## config.mk

```make
export PLATFORM = sky130hd
export DESIGN_NAME = s2_sel_seq
export DESIGN_NICKNAME = d
export VERILOG_FILES = /design/src/rtl/s2_sel_seq.sv
export SDC_FILE = /design/constraint.sdc
export NUM_CORES = 1
export LEC_CHECK = 0
export CAP_MARGIN = 20
export CORE_ASPECT_RATIO = 1.2
export CORE_MARGIN = 2
export CORE_UTILIZATION = 40
export CTS_BUF_LIST = sky130_fd_sc_hd__clkbuf_4 sky130_fd_sc_hd__clkbuf_8
export CTS_CLUSTER_DIAMETER = 40
export DETAILED_ROUTE_END_ITERATION = 7
export GPL_TIMING_DRIVEN = 1
export SLEW_MARGIN = 25
export SYNTH_ARGS = -nofsm -noshare
export SYNTH_HDL_FRONTEND = slang
export SYNTH_SLANG_ARGS = --single-unit
```

## constraint.sdc

```tcl
create_clock -name clk -period 2.1 [get_ports clk]
set_input_delay 0.21 -clock clk [delete_from_list [all_inputs] [get_ports clk]]
set_output_delay 0.21 -clock clk [all_outputs]
set_load 0.01 [all_outputs]
```

## src/rtl/s2_sel_seq.sv

```systemverilog
// Select sequencer for the s2 registered logic cell: steps s2 through D0..D3 in a programmed
// order for a programmed number of passes and tags each fresh s2 output word with its channel.
module s2_sel_seq #(
  parameter int unsigned CNT_W = 4
) (
  input  logic             clk,
  input  logic             clr,
  input  logic             start,
  input  logic [1:0]       mode,
  input  logic [1:0]       chan,
  input  logic [CNT_W-1:0] reps,
  output logic             A1,
  output logic             B1,
  output logic             A0,
  output logic             B0,
  output logic             busy,
  output logic             out_valid,
  output logic [1:0]       valid_sel,
  output logic             done
);

  typedef enum logic [1:0] {StIdle, StRun, StDrain, StDone} state_e;

  state_e           state_q;
  logic [1:0]       mode_q;
  logic [1:0]       chan_q;
  logic [CNT_W-1:0] reps_q;
  logic [CNT_W-1:0] pass_q;
  logic [2:0]       step_q;

  logic [2:0] len_m1;
  logic       last_step;
  logic       last_pass;
  logic [1:0] cur_ch;
  logic [1:0] next_ch;
  logic [1:0] first_ch;

  function automatic logic [2:0] seq_len(input logic [1:0] m);
    logic [2:0] len;
    case (m)
      2'd2:    len = 3'd1;
      2'd3:    len = 3'd6;
      default: len = 3'd4;
    endcase
    return len;
  endfunction

  function automatic logic [1:0] step_chan(input logic [1:0] m, input logic [2:0] s,
                                           input logic [1:0] c);
    logic [1:0] ch;
    logic [2:0] back;
    back = 3'd6 - s;
    case (m)
      2'd0:    ch = s[1:0];
      2'd1:    ch = 2'd3 - s[1:0];
      2'd2:    ch = c;
      default: ch = (s < 3'd4) ? s[1:0] : back[1:0]; // ping-pong: 0,1,2,3 then 2,1
    endcase
    return ch;
  endfunction

  always_comb begin
    len_m1    = seq_len(mode_q) - 3'd1;
    last_step = (step_q == len_m1);
    last_pass = (pass_q == reps_q - CNT_W'(1));
    cur_ch    = step_chan(mode_q, step_q, chan_q);
    next_ch   = step_chan(mode_q, last_step ? 3'd0 : step_q + 3'd1, chan_q);
    first_ch  = step_chan(mode, 3'd0, chan);
  end

  always_ff @(posedge clk) begin
    if (clr) begin
      state_q   <= StIdle;
      mode_q    <= 2'd0;
      chan_q    <= 2'd0;
      reps_q    <= '0;
      pass_q    <= '0;
      step_q    <= 3'd0;
      A1        <= 1'b0;
      B1        <= 1'b0;
      A0        <= 1'b0;
      B0        <= 1'b0;
      busy      <= 1'b0;
      out_valid <= 1'b0;
      valid_sel <= 2'd0;
      done      <= 1'b0;
    end else begin
      unique case (state_q)
        StIdle: begin
          done      <= 1'b0;
          out_valid <= 1'b0;
          if (start) begin
            mode_q <= mode;
            chan_q <= chan;
            reps_q <= reps;
            pass_q <= '0;
            step_q <= 3'd0;
            if (reps == '0) begin
              state_q <= StDone;
              done    <= 1'b1;
            end else begin
              state_q <= StRun;
              busy    <= 1'b1;
              A1      <= first_ch[1];
              B1      <= 1'b0;
              A0      <= first_ch[0];
              B0      <= first_ch[0];
            end
          end
        end
        StRun: begin
          // s2 captures this cycle's select at the edge, so tag it for the next cycle
          out_valid <= 1'b1;
          valid_sel <= cur_ch;
          if (last_step && last_pass) begin
            state_q <= StDrain;
            A1      <= 1'b0;
            B1      <= 1'b0;
            A0      <= 1'b0;
            B0      <= 1'b0;
          end else begin
            if (last_step) begin
              step_q <= 3'd0;
              pass_q <= pass_q + CNT_W'(1);
            end else begin
              step_q <= step_q + 3'd1;
            end
            A1 <= next_ch[1];
            B1 <= 1'b0;
            A0 <= next_ch[0];
            B0 <= next_ch[0];
          end
        end
        StDrain: begin
          state_q   <= StDone;
          out_valid <= 1'b0;
          busy      <= 1'b0;
          done      <= 1'b1;
        end
        StDone: begin
          state_q <= StIdle;
          done    <= 1'b0;
        end
        default: state_q <= StIdle;
      endcase
    end
  end

endmodule
```

==> results of run 1 <==
[logic make-up after synthesis]
kind of cell	Yosys count
AO/OA/AOI/OAI	62
adder cells (fa/ha/maj)	10
multiplexers	2
flip-flops	24
AND/OR/NAND/NOR	66
buffers and inverters	25
XOR/XNOR	9
other	1
[through the flow]
| stage | std cells | utilization (%) | hold WS (ns) | power [mW] | setup WS [ns] |
|---|---|---|---|---|---|
| 4_1_cts | 271 | 48.5 | 0.481 | 1.83 | 0.113 |
| 6_report | 271 | 48.5 | 0.471 | 1.82 | 0.136 |
| 3_5_place_dp | 268 | 47.5 | 0.469 | 1.55 | 0.134 |
| 5_1_grt | 271 | 48.5 | 0.510 | 1.97 | 0.00684 |
| 3_3_place_gp | 268 | 47.5 | 0.447 | 1.54 | 0.165 |
| 2_1_floorplan | 199 | - | 0.346 | 1.23 | 0.0610 |
[sequential cells by signal, indices dropped and copies added (netlist names), 2 cells and up]
register   cells
pass_q         4
reps_q         4
state_q        2
chan_q         2
step_q         3
mode_q         2
valid_sel      2
[cell usage after synthesis (2+ instances only)]
master     n  area (um2)
o21a_1     2        15.0
o211ai_1   2        15.0
nor3_1     5        25.0
a311oi_1   4        35.0
buf_4      3        22.5
clkbuf_1   8        30.0
o31ai_1    3        22.5
a221oi_1   2        17.5
dfxtp_1   24         480
buf_2      2        10.0
nor2_1    12        45.0
inv_1     12        45.0
nand3_1    2        10.0
nand4b_1   2        17.5
xnor2_1    4        35.0
mux2i_1    2        20.0
a21oi_1   26         130
ha_1      10         125
a211oi_1   2        15.0
or4_1      3        22.5
nor2b_1    4        25.0
nand2_1   27         101
a21o_1     2        15.0
xor2_1     4        35.0
o21ai_0   10        50.1
nor3b_1    2        15.0
[worst min-delay path, stage by stage (launching register included)]
cell	delay, ns
dfxtp_1	0.32
nand2_1	0.05
a21oi_1	0.06
[final cells by class]
cell class                 instances  area [um2]
inverter                          12        45.0
fill                             418        2000
sequential                        24         482
multi-input combinational        150         992
tap                               54        67.6
timing repair buffer              28         255
clock buffer                       3        41.3
[worst min path at each step]
| stage | endpoint | depth (start not counted) | slack [ns] |
|---|---|---|---|
| 2_1_floorplan | chan_q[0] | 2 | 0.35 |
| 3_3_place_gp | valid_sel[0] | 2 | 0.45 |
| 5_1_grt | valid_sel[0] | 2 | 0.51 |
| 4_1_cts | valid_sel[0] | 2 | 0.48 |
| 6_report | valid_sel[0] | 2 | 0.47 |
| 3_5_place_dp | valid_sel[0] | 2 | 0.47 |
[routing by layer]
layer,track usage (%),part of all wire [%],vias up
met4,4.26,1.0,0
li1,-,-,740
met3,1.60,3.3,4
met2,31.9,52,25
met1,23.0,43,684
met5,0,0,-
[power groups by stage]
stage | Combinational (mW) | Sequential, mW | Clock [mW]
floorplan | 0.593 | 0.641 | 0
global placement | 0.903 | 0.639 | 0
detailed placement | 0.911 | 0.643 | 0
CTS | 0.917 | 0.634 | 0.276
global route | 1.02 | 0.652 | 0.297
finish | 0.913 | 0.633 | 0.269
[placed cells by master (no fill, tap or decap), types with 3 or more instances in the layout]
cell type	netlist	final
a311oi_1	4	4
or4_1	3	3
clkbuf_8	0	3
nor3_1	5	5
nor2b_1	4	4
xor2_1	4	4
xnor2_1	4	4
o21ai_0	10	10
clkdlybuf4s50_1	0	18
ha_1	10	10
nand2_1	27	27
buf_4	3	10
inv_1	12	12
a21oi_1	26	26
dfxtp_1	24	23
o31ai_1	3	3
nor2_1	12	12
==> run metrics, run 1 <==
outcome finished clean; crit start category register; Cell Rows 25; Fin Setup TNS 0 ns; Post-synth ARST share 0%; Rel. slew slack 66.9%; Layout area overhead 19.2%; Critical-path top delay cell or4_1; WP buf/inv 0; Initial Util 40.7%; Mapped Cells 199; fin area 0.00188 mm2; Pins Over Slew Limit 0; minimum clock period 1.96 ns; Critical Path End pass_q[3]; Clk pwr share 14.8%; total track usage 17.9%; Avg Vias per Cell 5.36; postcts setup bufs 0; R2R setup slack 0.14 ns; Worst Path Class, Setup reg2reg; H-tree Lvls 1; First-pass DRT Iterations 4; core area 0.00388 mm2; Tcrit/Tclk final 93.5%; cts bufs inserted 3; RD Place Congestion 0.824; Psw 723 uW; via count 1453; path depth of the worst reg2reg path 5; initial antenna violation count 0; Yosys warning count 0; Seq pwr share 34.9%; CP Max Fanout 9; Max stage delay on crit path 0.50 ns; Worst Hold Class reg2reg; Setup crit end kind register; IO Port Bufs 18; number of synthesized flops with an enable pin 0; antenna diode count 0; Crit path required time 2.30 ns; DRC viols 0; number of global-route vias before repair 1386; TritonCTS clock tree yes; peak supply drop 0.611 mV; max_cap viols 0; Leakage 0.710 nW; Antenna Violating Nets Remaining 0; final setup vio count 0; fmax 509 MHz; top cell family by delay on the critical path simple AND/OR/NAND/NOR gates; Net Sw Frac 39.8%; Die ar. 0.00447 mm2; #FFs+latches synth 24; Ports 20; worst-margin pin slew 0.493 ns; die span in x 61.4 um; dpl hpwl 2.87 mm; Fin Clk Skew 0.000902 ns; number of library cell types mapped by synthesis 46; share of cells above drive strength 1 8.76%; Placed Instance Area 0.00184 mm2; Pint 1.09 mW; unrepaired setup endpoints after global routing false; first-pass GRT wire length 6.28 mm; min-delay src valid_sel[0]; Detailed Route WL 3.61 mm; pin count of the biggest net entering global routing 17; Syn Std Cell Area 0.00158 mm2; adder-cell share of the synthesized area 7.92%; WP depth 5; post-CTS sizing 0; Overflow after GRT 0; largest family of logic cells by synthesized area compound AO/OA/AOI/OAI gates; top_reg_cell synth dfxtp_1; pwr/cell area 964 mW/mm2; mux share of post-synthesis cell area 1.27%; Clock Pin Slew Worst Setup and Hold Paths 0.08 ns; Compound-Gate Fraction of Synth Area 26.7%; CTS Root Cell clkbuf_8; wire length per cell 13.3 um; CP Cell Sequence or3b_4, o21ai_2, o32ai_2, or4_1, a21oi_1; Seq/Total Area, Yosys 30.4%; worst skew pair latency 0.26 ns; CP startpoint step_q[1]; final hold viol count 0; Comb pwr share 50.3%; Synth Net Count 220; Die Ht 72.9 um; r2r startpoint step_q[1]; Max Root-Sink Buffers 2; XOR/XNOR Fraction of Synth Area 5.86%; Post-Syn Area per Cell 7.94 um2; 1st-iter DRT viols 59; Clock Sinks 24; post-synthesis simple-gate area fraction 20.8%; Nets 240; reg-to-reg endpoint pass_q[3]; Hold-fix buffers, CTS 0; crit path DAT 2.16 ns
(Power assumes the default switching activity.)
==> run 2, diff against run 1 <==
- CAP_MARGIN: 20 -> unset
==> results of run 2 <==
Same layout as run 1: the final DEF is identical, and so are final timing and power.
